<file path="config.mk">
export PLATFORM = sky130hd
export DESIGN_NAME = sysarr_tile_sequencer
export DESIGN_NICKNAME = d
export VERILOG_FILES = /design/src/rtl/sysarr_tile_sequencer.sv
export SDC_FILE = /design/constraint.sdc
export NUM_CORES = 1
export LEC_CHECK = 0
export ABC_AREA = 1
export CAP_MARGIN = 40
export CORE_MARGIN = 2
export CORE_UTILIZATION = 51
export CTS_BUF_LIST = sky130_fd_sc_hd__clkbuf_8
export CTS_CLUSTER_DIAMETER = 100
export DETAILED_ROUTE_END_ITERATION = 8
export PLACE_DENSITY = 0.95
export SLEW_MARGIN = 40
export SYNTH_ARGS = -nofsm -noshare
export SYNTH_HDL_FRONTEND = slang
export SYNTH_SLANG_ARGS = --single-unit
</file>
<file path="constraint.sdc">
create_clock -name clk -period 12.16 [get_ports clk]
set_input_delay 1.824 -clock clk [delete_from_list [all_inputs] [get_ports clk]]
set_output_delay 1.824 -clock clk [all_outputs]
set_load 0.005 [all_outputs]
</file>
<file path="src/rtl/sysarr_tile_sequencer.sv">
// Tile sequencer: streams weight/input/partial rows into the systolic array
// and buffers its output rows in a small result FIFO for downstream.
module sysarr_tile_sequencer #(
  parameter int DW = 16,
  parameter int N  = 4
) (
  input  logic                    clk,
  input  logic                    RST,
  input  logic                    start,
  input  logic                    reuse_weights,
  output logic                    busy,
  output logic                    done,
  output logic                    overflow,
  input  logic                    src_valid,
  output logic                    src_ready,
  input  logic [DW*N-1:0]         src_data,
  input  logic [DW*N-1:0]         src_psum,
  output logic                    weight_en,
  output logic                    input_en,
  output logic                    partial_en,
  output logic [$clog2(N)-1:0]    row_in_en,
  output logic [$clog2(N)-1:0]    row_ps_en,
  output logic [DW*N-1:0]         array_in,
  output logic [DW*N-1:0]         array_in_partials,
  input  logic                    fifo_has_space,
  input  logic                    out_en,
  input  logic [$clog2(N)-1:0]    row_out,
  input  logic [DW*N-1:0]         array_output,
  input  logic                    drained,
  output logic                    res_valid,
  input  logic                    res_ready,
  output logic [$clog2(N)-1:0]    res_row,
  output logic [DW*N-1:0]         res_data
);

  localparam int KW = $clog2(N);
  localparam int W  = DW * N;
  localparam logic [KW:0]   NFULL = (KW+1)'(N);
  localparam logic [KW-1:0] KLAST = KW'(N - 1);

  typedef enum logic [2:0] {
    IDLE, WEIGHT, STREAM, DRAIN, DONE
  } state_t;

  state_t state, state_nx;

  logic [KW-1:0] k;
  logic [KW:0]   collected;
  logic [KW:0]   count;
  logic [KW-1:0] wr_ptr, rd_ptr;
  logic [KW-1:0] mem_row  [N];
  logic [W-1:0]  mem_data [N];

  logic hs, last, start_ok;
  logic push, pop, full, drop;
  logic stream_en, row_en;

  assign src_ready = (state == WEIGHT) ||
                     ((state == STREAM) && fifo_has_space);
  assign hs        = src_valid && src_ready;
  assign last      = (k == KLAST);
  assign start_ok  = (state == IDLE) && start;

  always_comb begin
    state_nx = state;
    unique case (state)
      IDLE:    if (start) state_nx = reuse_weights ? STREAM : WEIGHT;
      WEIGHT:  if (hs && last) state_nx = STREAM;
      STREAM:  if (hs && last) state_nx = DRAIN;
      DRAIN:   if (drained && collected == NFULL && count == '0)
                 state_nx = DONE;
      DONE:    state_nx = IDLE;
      default: state_nx = IDLE;
    endcase
  end

  always_ff @(posedge clk or posedge RST) begin
    if (RST) state <= IDLE;
    else     state <= state_nx;
  end

  // Row counter restarts at every phase boundary.
  always_ff @(posedge clk or posedge RST) begin
    if (RST)                    k <= '0;
    else if (state != state_nx) k <= '0;
    else if (hs)                k <= k + 1'b1;
  end

  always_ff @(posedge clk or posedge RST) begin
    if (RST)                                collected <= '0;
    else if (start_ok)                      collected <= '0;
    else if (out_en && collected != NFULL) collected <= collected + 1'b1;
  end

  assign full = (count == NFULL);
  assign pop  = res_valid && res_ready;
  assign push = out_en && (!full || pop);
  assign drop = out_en && full && !pop;

  // A dropped row in the same cycle as a start still leaves a mark.
  always_ff @(posedge clk or posedge RST) begin
    if (RST)           overflow <= 1'b0;
    else if (drop)     overflow <= 1'b1;
    else if (start_ok) overflow <= 1'b0;
  end

  always_ff @(posedge clk or posedge RST) begin
    if (RST) begin
      count  <= '0;
      wr_ptr <= '0;
      rd_ptr <= '0;
    end else begin
      if (push) wr_ptr <= wr_ptr + 1'b1;
      if (pop)  rd_ptr <= rd_ptr + 1'b1;
      if (push && !pop)      count <= count + 1'b1;
      else if (!push && pop) count <= count - 1'b1;
    end
  end

  always_ff @(posedge clk) begin
    if (push) begin
      mem_row[wr_ptr]  <= row_out;
      mem_data[wr_ptr] <= array_output;
    end
  end

  assign res_valid = (count != '0);
  assign res_row   = res_valid ? mem_row[rd_ptr]  : '0;
  assign res_data  = res_valid ? mem_data[rd_ptr] : '0;

  assign busy = (state != IDLE);
  assign done = (state == DONE);

  assign weight_en  = (state == WEIGHT) && hs;
  assign stream_en  = (state == STREAM) && hs;
  assign input_en   = stream_en;
  assign partial_en = stream_en;
  assign row_en     = weight_en || stream_en;

  assign row_in_en         = row_en    ? k        : '0;
  assign row_ps_en         = stream_en ? k        : '0;
  assign array_in          = row_en    ? src_data : '0;
  assign array_in_partials = stream_en ? src_psum : '0;

endmodule

</file>
==> impl_metrics.tcl, run 1 <==
set metrics [dict create \
    status "complete, no violations" \
    postSynth.asyncResetShare_pct 5.71 \
    die_area_sq_um 25500 \
    synthesis.nets 1389 \
    clock-root-buffer "clkbuf_8" \
    maxSlewHeadroom_pct 39.9 \
    placed_cell_area_sq_um 16600 \
    ys.flop_type "edfxtp_1" \
    routedWlPerCell_um 22.5 \
    drtAntennaViolNets 0 \
    finalCritPeriodShare_pct 51.7 \
    fin_ws_ns 5.87 \
    setup_viol 0 \
    routed_via_density 5.34 \
    start_util_pct 52.3 \
    power.density_nw_per_um2 214 \
    drt_iter0_drc 1434 \
    r2r_end "count[2]" \
    die_h_um 160 \
    layout.nets 1787 \
    portBuffers 408 \
    leakage_nw 6.66 \
    fin_crit_ns 6.29 \
    met3_length_mm 4.33 \
    fmax_mhz 159 \
    area_growth_pct 40.9 \
    whs_path_depth 2 \
    die_x_um 160 \
    vias 10300 \
    wirelength_mm 43.5 \
    drive_gt1_share_pct 7.23 \
    grt_first_pass_wirelength_mm 62.0 \
    finalInstanceArea_sq_um 17400 \
    cts_tree "done" \
    pre_cts_slack_ns 5.90 \
    r2r_slack_ns 9.13 \
    ios 409 \
    std_cell_rows 56 \
    gp_congestion 1.03 \
    required_ns 10.34 \
    cp.arrival_ns 4.46 \
    top_layer "met4" \
    cp_max_fo 69 \
    wl_met1_mm 16.2 \
    rr_worst_depth 12 \
    endpoint "array_in_partials[6]" \
    yosysSeqAreaShare_pct 67.4 \
    ys_ff_latch 280 \
    grt_max_degree 107 \
    maxCapViolations 0 \
    cts-buffers-inserted 42 \
    clk_pin_slew_worst_paths_ns 0.06 \
    cts.sinks 280 \
    setup_tns_ns 0 \
    fin_skew_ns 0.0322 \
    hp-class "register to register" \
    syn_avg_cell_area_sq_um 10.5 \
    fin_util_pct 73.7 \
    cts-htree-levels 2 \
    layout_common_cells "408 x clkdlybuf4s50_1, 364 x nor2_1, 264 x edfxtp_1" \
    mostFrequentLayoutCell "clkdlybuf4s50_1" \
    ctsResizeCount 0 \
    synth.distinct_cells 28 \
    cts_buffer_depth 3 \
    worst_pin_slew_ns 0.902 \
    hold_buffers 0 \
    grt_overflow_total 0 \
    grt_usage_pct 33.2 \
    core_sq_um 23600 \
    antenna_found_initial 8 \
    yosysWarningCount 0 \
    setup.worst_path.class "input pin to output port" \
    drc 0 \
    peakVddDrop_mv 0.193 \
    setup.worst_path.start_class "input pin" \
    finalHoldViolCount 0 \
    r2r_start "count[0]" \
    post_cts_buffers 0 \
    final-max-slew-violation-count 0 \
    met2_length_mm 20.5 \
    clock_latency_ns 0.56 \
    crit_path_start "fifo_has_space" \
    rsz0062_at_grt "no" \
    synth_edf_count 264 \
    syn_inst 1177 \
    drt_pass1_iterations 5 \
    syn_area_sq_um 12400 \
    first_global_vias 10000 \
    hpwl_mm 30.9 \
    endpoint_kind "output port" \
]
## worst max-delay path: stages
cell and delay [ns]:
clkdlybuf4s50_1 0.41, nand4_1 0.11, nand2_2 0.09, nand2_2 0.06, buf_4 0.56, nor2_4 0.07
clkinv_2 0.07, buf_6 0.52, nor2_1 0.22, clkdlybuf4s50_1 0.52
## through the flow
stage	std cells	total power, W	hold slack [ns]
final	1934	0.00372	0.526
after global routing	1931	0.00391	0.555
after CTS	1923	0.00370	0.526
after detailed placement	1849	0.00302	0.511
after global placement	1849	0.00296	0.480
after floorplan	1177	0.00216	0.476
## report_power, final
group / switching [W] / internal, W
Clock: 0.000347 / 0.000322
Sequential: 0.0000800 / 0.00127
Combinational: 0.000945 / 0.000753
Total: 0.00137 / 0.00235
## registers in the layout, indices dropped and copies added (netlist names)
signal and cells:
wr_ptr 2, collected 3, mem_data 256, mem_row 8, state 3, overflow 1
count 3, k 2, rd_ptr 2
## cell families after synthesis
logic type | synth area share (%)
multiplexers | 0.0912
AND/OR/NAND/NOR | 15.2
XOR/XNOR | 0.425
adder cells (fa/ha/maj) | 0.972
AO/OA/AOI/OAI | 8.50
buffers and inverters | 7.41
flip-flops | 67.4
## cell usage after synthesis (2+ instances only)
library cell / number / area share, %
nand2_2: 2 / 0.10
edfxtp_1: 264 / 64
nor3_1: 4 / 0.16
xor2_1: 5 / 0.35
inv_2: 5 / 0.15
buf_6: 6 / 0.55
nor2_2: 30 / 1.5
nand2_1: 21 / 0.64
inv_1: 153 / 4.6
nand4_1: 3 / 0.15
o21ai_0: 138 / 5.6
clkbuf_1: 28 / 0.85
nor2_4: 11 / 1.0
nand3_1: 7 / 0.28
buf_1: 10 / 0.30
a21oi_1: 69 / 2.8
dfrtp_1: 16 / 3.2
ha_1: 8 / 0.81
buf_2: 21 / 0.85
nor2_1: 368 / 11
## metal layers
metal | vias up | GRT usage, %
met3 | 98 | 7.06
met5 | - | 0
met1 | 4890 | 41.8
met4 | 0 | 18.2
li1 | 4655 | -
met2 | 675 | 54.1
## worst min path at each step
| stage | from | to |
|---|---|---|
| 3_3_place_gp | overflow | overflow |
| 2_1_floorplan | overflow | overflow |
| 5_1_grt | wr_ptr[0] | wr_ptr[0] |
| 4_1_cts | overflow | overflow |
| 3_5_place_dp | overflow | overflow |
| 6_report | overflow | overflow |
## layout make-up
class                      count  area (sq um)
antenna                       10          25.0
clock inverter                32           139
multi-input combinational    673          3140
sequential                   280          8330
tap                          319           399
fill                        1493          6200
inverter                     158           596
timing repair buffer         420          4200
clock buffer                  42           578
Note: power is estimated with default switching activity, not from simulation.
==> run 2: changes to the inputs <==
--- a/config.mk
+++ b/config.mk
@@ -8,11 +8,11 @@
 export ABC_AREA = 1
 export CAP_MARGIN = 40
 export CORE_MARGIN = 2
-export CORE_UTILIZATION = 51
+export CORE_UTILIZATION = 48
 export CTS_BUF_LIST = sky130_fd_sc_hd__clkbuf_8
 export CTS_CLUSTER_DIAMETER = 100
 export DETAILED_ROUTE_END_ITERATION = 8
-export PLACE_DENSITY = 0.95
+export PLACE_DENSITY = 0.92
 export SLEW_MARGIN = 40
 export SYNTH_ARGS = -nofsm -noshare
 export SYNTH_HDL_FRONTEND = slang
==> constraint.sdc (replaced) <==
create_clock -name clk -period 5.8 [get_ports clk]
set_input_delay 0.87 -clock clk [delete_from_list [all_inputs] [get_ports clk]]
set_output_delay 0.87 -clock clk [all_outputs]
set_load 0.005 [all_outputs]
==> impl_metrics.tcl, run 2 (synthesis gave the netlist of run 1 again) <==
set metrics [dict create \
    status "complete, no violations" \
    setup_viol 0 \
    final-seq-area_sq_um 8330 \
    leakage_nw 6.73 \
    rsz0062_at_grt "no" \
    fmax_mhz 239 \
    start_util_pct 48.9 \
    maxSlewHeadroom_pct 46.7 \
    area_growth_pct 43.4 \
    cts-buffers-inserted 43 \
    routed_via_density 5.45 \
    finalHoldViolCount 0 \
    setup.worst_path.class "register to output port" \
    drt_pass1_iterations 5 \
    hpwl_mm 36.4 \
    n_fill_cell 1687 \
    std_cell_rows 58 \
    hold_buffers 0 \
    rr_worst_depth 11 \
    drc 0 \
    drive_gt1_share_pct 8.20 \
    die_h_um 164 \
    portBuffers 408 \
    ios 409 \
    met2_length_mm 22.7 \
    fin_crit_ns 4.18 \
    cts_tree "done" \
    finalInstanceArea_sq_um 17700 \
    die_x_um 164 \
    antenna_found_initial 25 \
    maxCapViolations 0 \
    crit_path_start "rd_ptr[0]" \
    grt_overflow_total 0 \
    finalCritPeriodShare_pct 72.1 \
    layout.nets 1793 \
    wirelength_mm 48.9 \
    setup.worst_path.start_class "register" \
    clk_pin_slew_worst_paths_ns 0.07 \
    cp.arrival_ns 3.31 \
    mostFrequentLayoutCell "clkdlybuf4s50_1" \
    largest_reg_flops 256 \
    gp_congestion 0.991 \
    cts-htree-levels 2 \
    cts_buffer_depth 3 \
    r2r_end "count[2]" \
    ctsResizeCount 0 \
    die_area_sq_um 27000 \
    routedWlPerCell_um 25.0 \
    power_w 0.00810 \
    first_global_vias 10100 \
    core_sq_um 25300 \
    grt_first_pass_wirelength_mm 67.3 \
    met3_length_mm 6.89 \
    placed_cell_area_sq_um 16800 \
    multi_input_area_sq_um 3140 \
    fin_skew_ns 0.0102 \
    hold_slack_ns 0.542 \
    layout_common_cells "408 x clkdlybuf4s50_1, 364 x nor2_1, 264 x edfxtp_1" \
    endpoint "res_data[7]" \
    setup_tns_ns 0 \
    top_layer "met5" \
    peakVddDrop_mv 0.295 \
    cp_max_fo 112 \
    grt_max_degree 113 \
    worst_pin_slew_ns 0.799 \
    drtAntennaViolNets 0 \
    whs_path_depth 1 \
    wl_met1_mm 16.7 \
    power.density_nw_per_um2 457 \
    top_regs "mem_data x256, mem_row x8" \
    r2r_start "count[0]" \
    post_cts_buffers 0 \
    final-max-slew-violation-count 0 \
    cts.sinks 280 \
    vias 10700 \
    clock_latency_ns 0.54 \
    hp-class "register to register" \
    endpoint_kind "output port" \
    top_register "mem_data" \
    required_ns 4.93 \
    grt_usage_pct 35.6 \
    drt_iter0_drc 1354 \
    r2r_slack_ns 2.86 \
    clock-root-buffer "clkbuf_8" \
]
[run 2: cell count changes in the layout (fill, tap and decap cells not counted), moves of 2 or more]
cell        previous run  this run
diode_2               10        21
inv_1                170       159
buf_4                  7         4
bufinv_16              0         3
clkinv_2               4         9
buf_16                 0         4
clkinvlp_4             1         3
buf_12                 1         5
[run 2: final cells by class]
cell class / instances / area share (%)
flip-flops and latches: 280 / 47.0
clock buffers: 43 / 3.34
diodes: 21 / 0.297
multi-input cells: 673 / 17.7
repair buffers: 425 / 24.7
inverters: 158 / 3.38
clock inverters: 30 / 1.22
well taps: 330 / 2.33
[run 2: report_power, final]
part	internal, W	switching (W)
clock network	0.000829	0.000748
registers	0.00267	0.000182
logic	0.00165	0.00203
[run 2: worst max-delay path, stage by stage, from the launching register on]
cell	delay [ns]
dfrtp_4	0.67
clkinv_2	0.31
buf_6	0.60
o21ai_0	0.22
a21oi_1	0.33
clkdlybuf4s50_1	0.60
[run 2: how the worst min path moves through the flow]
stage | start | to | slack, ns
floorplan | overflow | overflow | 0.48
global placement | overflow | overflow | 0.49
detailed placement | wr_ptr[0] | wr_ptr[0] | 0.53
CTS | wr_ptr[0] | wr_ptr[0] | 0.54
global route | overflow | overflow | 0.57
finish | wr_ptr[0] | wr_ptr[0] | 0.54
[run 2: through the flow]
stage | setup slack [ns] | instances | utilization (%)
finish | 1.62 | 1960 | 70.1
global route | 1.47 | 1951 | 70.1
CTS | 1.69 | 1937 | 69.8
detailed placement | 2.04 | 1864 | 66.6
global placement | 1.89 | 1860 | 66.1
floorplan | 1.16 | 1177 | -
[run 2: routing by layer]
| metal | up-vias | GRT usage, % |
|---|---|---|
| met5 | - | 0 |
| met1 | 5072 | 41.8 |
| li1 | 4678 | - |
| met4 | 6 | 19.3 |
| met3 | 112 | 14.7 |
| met2 | 805 | 55.9 |
==> run 3: changes to the inputs <==
==> constraint.sdc (replaced) <==
create_clock -name clk -period 4.1 [get_ports clk]
set_input_delay 0.615 -clock clk [delete_from_list [all_inputs] [get_ports clk]]
set_output_delay 0.615 -clock clk [all_outputs]
set_load 0.005 [all_outputs]
==> impl_metrics.tcl, run 3 (synthesis gave the netlist of run 1 again) <==
set metrics [dict create \
    p_sw_w 0.00410 \
    cts_tree "done" \
    cts_buffer_depth 3 \
    first_global_vias 9893 \
    fin_crit_ns 3.59 \
    pwr-share-seq_pct 34.8 \
    combPwrFrac_pct 45.9 \
    r2r_end "count[2]" \
    fin_util_pct 69.8 \
    grt_overflow_total 0 \
    pwr-share-clk_pct 19.2 \
    cts-buffers-inserted 42 \
    maxSlewHeadroom_pct 39.5 \
    required_ns 3.48 \
    gp_congestion 0.999 \
    start_util_pct 48.9 \
    rr_worst_depth 11 \
    worst_pin_slew_ns 0.908 \
    clock_latency_ns 0.56 \
    leakage_nw 6.76 \
    clock-root-buffer "clkbuf_8" \
    status "complete, no violations" \
    setup.worst_path.start_class "register" \
    routed_via_density 5.30 \
    ctsResizeCount 0 \
    wirelength_mm 47.1 \
    p_int_w 0.00724 \
    final-seq-area_sq_um 8330 \
    final-max-slew-violation-count 0 \
    maxCapViolations 0 \
    drtAntennaViolNets 0 \
    setup.worst_path.class "register to output port" \
    hpwl_mm 35.6 \
    r2r_slack_ns 1.37 \
    mostFrequentLayoutCell "clkdlybuf4s50_1" \
    power.density_nw_per_um2 644 \
    drc 0 \
    largest_reg_flops 256 \
    power_switching_share_pct 36.2 \
    clk_pin_slew_worst_paths_ns 0.06 \
    cp.arrival_ns 2.97 \
    hp-class "input pin to async pin" \
    drive_gt1_share_pct 8.18 \
    cts.sinks 280 \
    portBuffers 408 \
    fmax_mhz 279 \
    place_inst 1870 \
    finalHoldViolCount 0 \
    grt_max_degree 75 \
    die_area_sq_um 27000 \
    rsz0062_at_grt "no" \
    grt_usage_pct 34.7 \
    layout.nets 1797 \
    pre_cts_slack_ns 0.782 \
    fin_skew_ns 0.0310 \
    cts-htree-levels 2 \
    drt_pass1_iterations 6 \
    layout_common_cells "408 x clkdlybuf4s50_1, 364 x nor2_1, 264 x edfxtp_1" \
    ios 409 \
    area_growth_pct 42.7 \
    finalInstanceArea_sq_um 17600 \
    r2r_start "count[0]" \
    setup_viol 0 \
    final-instance-count-excl-fill 1959 \
    grt_first_pass_wirelength_mm 65.3 \
    fin_ws_ns 0.512 \
    vias 10400 \
    placed_cell_area_sq_um 16800 \
    peakVddDrop_mv 0.571 \
    routedWlPerCell_um 24.0 \
    multi_input_area_sq_um 3140 \
    finalCritPeriodShare_pct 87.5 \
    endpoint_kind "output port" \
    drt_iter0_drc 1126 \
    die_h_um 164 \
    std_cell_rows 58 \
    n_fill_cell 1693 \
    top_regs "mem_data x256, mem_row x8" \
    core_sq_um 25300 \
    top_register "mem_data" \
    antenna_found_initial 22 \
    die_x_um 164 \
    hold_buffers 0 \
    cp_max_fo 56 \
    setup_tns_ns 0 \
    post_cts_buffers 0 \
]
run 3: stage by stage:
step | total power, W | hold slack (ns)
after floorplan | 0.00640 | 0.476
after global placement | 0.00893 | 0.484
after detailed placement | 0.00910 | 0.494
after CTS | 0.0113 | 0.470
after global routing | 0.0119 | 0.509
final | 0.0113 | 0.467
run 3: worst max-delay path, stage by stage (launching register included):
cell,delay [ns]
dfrtp_4,0.43
clkinv_2,0.58
buf_4,0.48
o21ai_0,0.29
a21oi_1,0.14
clkdlybuf4s50_1,0.47
run 3: layout make-up:
class | count | share of cell area (%)
multi-input cells | 673 | 17.8
inverters | 158 | 3.38
flip-flops and latches | 280 | 47.3
clock buffers | 42 | 3.28
clock inverters | 30 | 1.24
repair buffers | 430 | 24.5
diodes | 16 | 0.227
well taps | 330 | 2.34
run 3: worst max path at each step:
stage | start | endpoint | slack [ns] | depth (start not counted)
after CTS | rd_ptr[0] | res_data[36] | 0.54 | 5
after global placement | fifo_has_space | array_in_partials[19] | 0.87 | 9
after detailed placement | fifo_has_space | array_in_partials[44] | 0.78 | 9
final | rd_ptr[0] | res_data[36] | 0.51 | 5
after floorplan | res_ready | mem_data[0][0] | -0.29 | 4
after global routing | rd_ptr[0] | res_data[36] | 0.41 | 5
run 3: routing by layer:
metal,vias up,track usage (%),routed length (um)
met5,-,0,88
met4,14,18.5,2450
met3,125,17.4,7380
met2,710,53.4,21600
met1,4854,39.9,15600
li1,4689,-,-
run 3: power by group through the flow:
stage	registers [W]	clock network, W	logic (W)
6_report	0.00395	0.00218	0.00521
5_1_grt	0.00399	0.00233	0.00560
4_1_cts	0.00395	0.00220	0.00516
3_5_place_dp	0.00400	0	0.00509
3_3_place_gp	0.00397	0	0.00496
2_1_floorplan	0.00399	0	0.00241
